$ cat src/rtl/sequence_playback.sv
// Replays the stored move sequence from the level BRAM onto the tile display.
// Each move is fetched, shown for ON_CYCLES, then blanked for OFF_CYCLES; done pulses at the end.
module sequence_playback #(
   parameter int ON_CYCLES    = 25000000,
   parameter int OFF_CYCLES   = 12500000,
   parameter int READ_LATENCY = 1
) (
   input  logic        clock,
   input  logic        reset,
   input  logic        start,
   input  logic [4:0]  levelNum,
   output logic [4:0]  rdAddress,
   input  logic [15:0] rdData,
   output logic [15:0] tileOut,
   output logic [4:0]  moveIndex,
   output logic        busy,
   output logic        done
);

   localparam int MAX_ONOFF = (ON_CYCLES > OFF_CYCLES) ? ON_CYCLES : OFF_CYCLES;
   localparam int MAX_TIME  = (MAX_ONOFF > READ_LATENCY + 1) ? MAX_ONOFF : READ_LATENCY + 1;
   localparam int TW        = $clog2(MAX_TIME) + 1;

   // Timer loads hold "cycles remaining minus one"; a state ends when the timer reads zero.
   localparam logic [TW-1:0] T_FETCH = TW'(READ_LATENCY);
   localparam logic [TW-1:0] T_SHOW  = TW'(ON_CYCLES - 1);
   localparam logic [TW-1:0] T_GAP   = TW'(OFF_CYCLES - 1);

   typedef enum logic [2:0] {IDLE, FETCH, SHOW, GAP, FINISH} state_t;

   state_t         state_reg, state_next;
   logic [TW-1:0]  timer_reg, timer_next;
   logic [4:0]     move_reg, move_next;
   logic [4:0]     addr_reg, addr_next;
   logic [3:0]     total_reg, total_next;
   logic [15:0]    disp_reg, disp_next;

   always_ff @(posedge clock or posedge reset) begin
      if (reset) begin
         state_reg <= IDLE;
         timer_reg <= '0;
         move_reg  <= '0;
         addr_reg  <= '0;
         total_reg <= '0;
         disp_reg  <= '0;
      end else begin
         state_reg <= state_next;
         timer_reg <= timer_next;
         move_reg  <= move_next;
         addr_reg  <= addr_next;
         total_reg <= total_next;
         disp_reg  <= disp_next;
      end
   end

   always_comb begin
      state_next = state_reg;
      timer_next = timer_reg;
      move_next  = move_reg;
      addr_next  = addr_reg;
      total_next = total_reg;
      disp_next  = disp_reg;
      unique case (state_reg)
         IDLE: begin
            if (start) begin
               total_next = 4'(levelNum >> 1);
               move_next  = '0;
               addr_next  = '0;
               timer_next = T_FETCH;
               state_next = FETCH;
            end
         end
         FETCH: begin
            if (timer_reg == '0) begin
               disp_next  = rdData;
               timer_next = T_SHOW;
               state_next = SHOW;
            end else begin
               timer_next = timer_reg - TW'(1);
            end
         end
         SHOW: begin
            if (timer_reg == '0) begin
               timer_next = T_GAP;
               state_next = GAP;
            end else begin
               timer_next = timer_reg - TW'(1);
            end
         end
         GAP: begin
            if (timer_reg == '0) begin
               // totalMoves+1 moves are played, so the last one has index totalMoves.
               if (move_reg == {1'b0, total_reg}) begin
                  timer_next = '0;
                  state_next = FINISH;
               end else begin
                  move_next  = move_reg + 5'd1;
                  addr_next  = addr_reg + 5'd1;
                  timer_next = T_FETCH;
                  state_next = FETCH;
               end
            end else begin
               timer_next = timer_reg - TW'(1);
            end
         end
         FINISH: begin
            timer_next = '0;
            state_next = IDLE;
         end
         default: begin
            timer_next = '0;
            state_next = IDLE;
         end
      endcase
   end

   assign tileOut   = (state_reg == SHOW) ? disp_reg : 16'h0000;
   assign busy      = (state_reg != IDLE);
   assign done      = (state_reg == FINISH);
   assign moveIndex = move_reg;
   assign rdAddress = addr_reg;

endmodule

$ cat config.mk
export PLATFORM = sky130hd
export DESIGN_NAME = sequence_playback
export DESIGN_NICKNAME = d
export VERILOG_FILES = /design/src/rtl/sequence_playback.sv
export SDC_FILE = /design/constraint.sdc
export NUM_CORES = 1
export LEC_CHECK = 0
export ABC_AREA = 1
export CAP_MARGIN = 15
export CORE_ASPECT_RATIO = 0.7
export CORE_MARGIN = 2
export CORE_UTILIZATION = 55
export CTS_BUF_LIST = sky130_fd_sc_hd__clkbuf_16
export DETAILED_ROUTE_END_ITERATION = 8
export PLACE_DENSITY = 0.8
export RECOVER_POWER = 100
export SLEW_MARGIN = 20
export SYNTH_ARGS = -nofsm -noshare
export SYNTH_HDL_FRONTEND = slang
export SYNTH_SLANG_ARGS = --single-unit
$ cat constraint.sdc
create_clock -name clock -period 2.4 [get_ports clock]
set_clock_uncertainty 0.1 [all_clocks]
set_input_delay 0.48 -clock clock [delete_from_list [all_inputs] [get_ports clock]]
set_output_delay 0.48 -clock clock [all_outputs]
set_load 0.05 [all_outputs]
# After elaboration in Yosys (flattened, before gate mapping)
# Index checks and enable logic that the tools add are counted.
[op_classes]
muxes = 20
add_sub_neg = 3
n_reduce_logical = 8
eq_ne = 10
[op_table]
columns = ["operator", "n"]
rows = [
  ["$mux 26", 4],
  ["$pmux 26 s4", 1],
  ["$logic_not 26->1", 1],
  ["$sub 26x1->26 const B", 1],
  ["$mux 5", 5],
  ["$pmux 5 s2", 2],
  ["$mux 16", 1],
  ["$mux 3", 5],
  ["$pmux 3 s4", 1],
  ["$add 5x1->5 const B", 2],
  ["$ne 2x2->1 const B", 5],
  ["$reduce_and 4->1", 2],
  ["$eq 3x2->1 const B", 2],
  ["$eq 5x4->1", 1],
  ["$reduce_and 2->1", 2],
  ["$eq 3x1->1 const B", 1],
  ["$eq 3x3->1 const B", 1],
  ["$logic_not 3->1", 1],
  ["$reduce_bool 3->1", 1],
  ["$reduce_bool 2->1", 1],
  ["$mux 1", 1],
]
[totals]
inputBits = 24
out_inout_bits = 28
ff_bits = 59
word_cells = 47

# Longest topological paths before layout
[depth]
depth_word = 4
depth_mapped = 11

# Least setup slack after synthesis
# OpenSTA, ideal clock, no wires.
[synth_path]
path_kind = "flip-flop to output port"
from = "register state_reg[2]"
to = "output tileOut[10]"
path_buffers = 1
arrival_ns = 1.678
path_stages_with_launch = 7
required_time_ns = 1.820
path_slack_ns = 0.142
cell_sequence = "dfrtp_1 > inv_2 > nand2_1 > nor2_1 > inv_2 > buf_1 > nor2_1"
[synth_via]
elab_chain_cells = 2
[synth_rtl]
columns = ["element", "line_no", "text"]
rows = [
  ["start: declaration", "31", "state_t state_reg, state_next;"],
  ["start signal: assignment", "47", "state_reg <= state_next;"],
  ["$eq 3x2->1", "117", "assign tileOut = (state_reg == SHOW) ? disp_reg : 16'h0000;"],
  ["$mux 16", "117", ""],
  ["end: declaration", "14", "output logic [15:0] tileOut,"],
]
# Every way passes these cells.

# Worst setup path after layout
[layout_path]
from = "register state_reg[2]"
to = "output tileOut[1]"
# The elaborated chain is that of the path after synthesis.

==> metrics.txt <==
final critical path time including I/O delays and setup=2.30 ns; CP Capture Type=output port; main combinational cell family by area after synthesis=simple AND/OR/NAND/NOR gates; fraction of the yosys area taken by sequential cells=40.1%; start point of the critical path=state_reg[2]; per-instance average area after synthesis=7.28 µm²; Hold-fix buffers, CTS=0; DR WL/cell=13.9 µm; count of endpoints failing setup in the final report=0; leakage power total=2.21 nW; Crit Path Max Fanout=19; post-CTS clock slew at the launch and capture registers of the worst setup and hold paths=0.05 ns; Max-Cap Viols=0; total detailed-routing wirelength=9120 µm; largest cells by area after synthesis=dfrtp_1 40%, nand2_1 13%, nor2_1 7.5%; IR Drop Worst-Case VDD=0.370 mV; Core Footprint=0.00634 mm²; post-route total power=2.33 mW; post-layout util=69.9%; fraction of layout instances using a drive strength above 1=13.2%; number of I/O port buffers=50; number of levels the H-tree was split into=3; die width=102 µm; cell at the root of the clock tree=clkbuf_16; antenna cells=0; Starting DRT DRC Count=294; Hold/Removal Path Class=reg -> reg; number of buffers added by the clock tree synthesis step=9; sequential standard cell area=0.00148 mm²; post-CTS setup buffer count=0; worst endpoint required time=1.82 ns; syn nets=533; placed standard-cell area=0.00443 mm²; kind of launch point of the worst setup path=flip-flop; CP top delay family=simple AND/OR/NAND/NOR gates; wire length of the first global-routing pass=15,700 µm; final critical-path setup slack=0.0994 ns; placed instance count=642; final hold violation count=0; count of placed standard cells in the final layout, fillers left out=658; cell types with the highest counts after synthesis=131 x nand2_1, 73 x nor2_1, 68 x inv_1, 59 x dfrtp_1, 40 x nand3_1; result of the run=finished clean; #FFs+latches synth=59; clock buffer depth=2; clock insertion delay at the later pin of the skew report=0.33 ns; average via count per standard cell=5.22; adder-cell area share of the yosys netlist=1.36%; worst setup path class=reg -> out; area taken by multi-input logic gates=0.00181 mm²; Detailed Place HPWL=6500 µm; aggregate global routing overflow=0; buffers plus inverters on the worst setup path=3; Max transition margin=3.21%; number of enable flip-flop cells after synthesis=0; Filler Cell Count=491; via count of the first global-routing pass=3,433; vias after detailed routing=3,435; startpoint of the most critical register-to-register path=timer_reg[0]; pin count of the biggest net entering global routing=60; count of nets after finishing=590; antenna-violating nets left=0; areal power density over the cells=526 mW/mm²; HP Start=disp_reg[0]; Post-Synth XOR/XNOR Area=3.81%; Compound-Gate Fraction of Synth Area=9.83%; Met2 Routed Length=4030 µm; endpoint arrival time on the critical path=1.72 ns; full die area=0.00737 mm²; final non-filler cell area=0.00443 mm²; simple-gate portion of the synthesized area=35.0%; Post-Syn Area=0.00368 mm²; RePlAce Congestion=0.946; Fin Hold WS=0.407 ns; Largest register FFs=26; number of gates resized after CTS=0; count leader, synth=nand2_1; flip-flop cell with the highest count after synthesis=dfrtp_1; sinks on the clock net=59; initial antenna violation count=0; TritonCTS clock tree=yes; layout-stage area growth over the synthesis result=20.4%; count of warnings emitted by yosys=0; M1 wire length=4100 µm; setup repair after global routing missed its margin=false; CP Cell Sequence=inv_2 > nand2_1 > nor2_1 > inv_2 > nor2_1 > buf_12; Post-synth ARST share=100%; slowest cell on the critical path=dfrtp_1; initial standard-cell utilization of the core=58.0%; library cells used by synthesis=34; post-detailed-route DRC marker count=0; largest area contributor in the synthesized netlist=dfrtp_1; met3 wire length=877 µm; drt pass-1 iters=7; Overall Global Routing Usage=27.3%; Row Count=24; measured slew at the worst slew-check pin=1.45 ns; portion of synthesized cell area occupied by the leading cell type=40.1%; count of final max-slew check failures=0; share of synthesized area spent on multiplexers=0.306%; post-synthesis cell count=505; peak per-stage delay on the critical path=0.42 ns; aggregate negative setup slack=0 ns; Fmax=0.435 GHz; top-level I/O count=52; vertical die dimension=72.4 µm; share of the cycle needed by the critical path after routing=95.9%; Max Used Layer=met4; worst setup slack after placement=0.325 ns
-- kinds of logic (layout without fill, tap and decap cells) --
kind of cell | Yosys count | count (layout)
compound gates | 52 | 52
simple gates | 288 | 288
xor+xnor | 16 | 16
mux | 1 | 1
fa+ha+maj | 4 | 4
flops | 59 | 59
buf+inv | 85 | 147
-- cell type report --
type	instances	share of cell area [%]
inverter	76	6.47
tap	91	2.57
timing repair buffer	55	10.3
multi-input combinational	361	40.8
sequential	59	33.4
clock buffer	9	5.09
clock inverter	7	1.38
-- power by group --
part | internal [mW] | switching [mW]
clock network | 0.789 | 0.449
logic | 0.0410 | 0.0383
registers | 1.01 | 0.00395
total | 1.84 | 0.491
-- worst reg2reg max path, stage by stage (launching register included) --
cell     delay, ns
dfrtp_1       0.39
inv_1         0.13
ha_1          0.20
nand3_1       0.08
nor2_1        0.18
nand3_4       0.16
nand3_1       0.20
nand2_1       0.33
nand2_1       0.16
o21ai_1       0.08
-- layout by cell type (no fill, tap or decap), types with 5 or more instances in the layout --
cell	instances
nand2_1	131
nor2_1	89
inv_1	70
dfrtp_1	59
nand3_1	41
clkdlybuf4s50_1	22
clkbuf_2	17
o21ai_0	16
a21oi_2	16
o21bai_1	11
xor2_1	11
dlygate4sd3_1	10
clkbuf_16	9
nand4_1	6
nor2_2	6
inv_2	5
xnor2_1	5
-- final timing paths --
kind,to,slack [ns],cells past startpoint
setup / recovery,tileOut[1],0.1,6
hold / removal,disp_reg[0],0.41,2
setup reg to reg,timer_reg[1],0.26,9
hold reg to reg,disp_reg[0],0.41,2
max in group asynchronous,timer_reg[5],0.49,3
min in group asynchronous,total_reg[1],0.85,3
-- per-layer routing --
metal	up-vias	GRT usage, %
met5	-	0
met4	0	7.96
met3	14	9.44
met2	142	40.4
met1	1589	37.9
li1	1690	-
(Power assumes the default switching activity.)
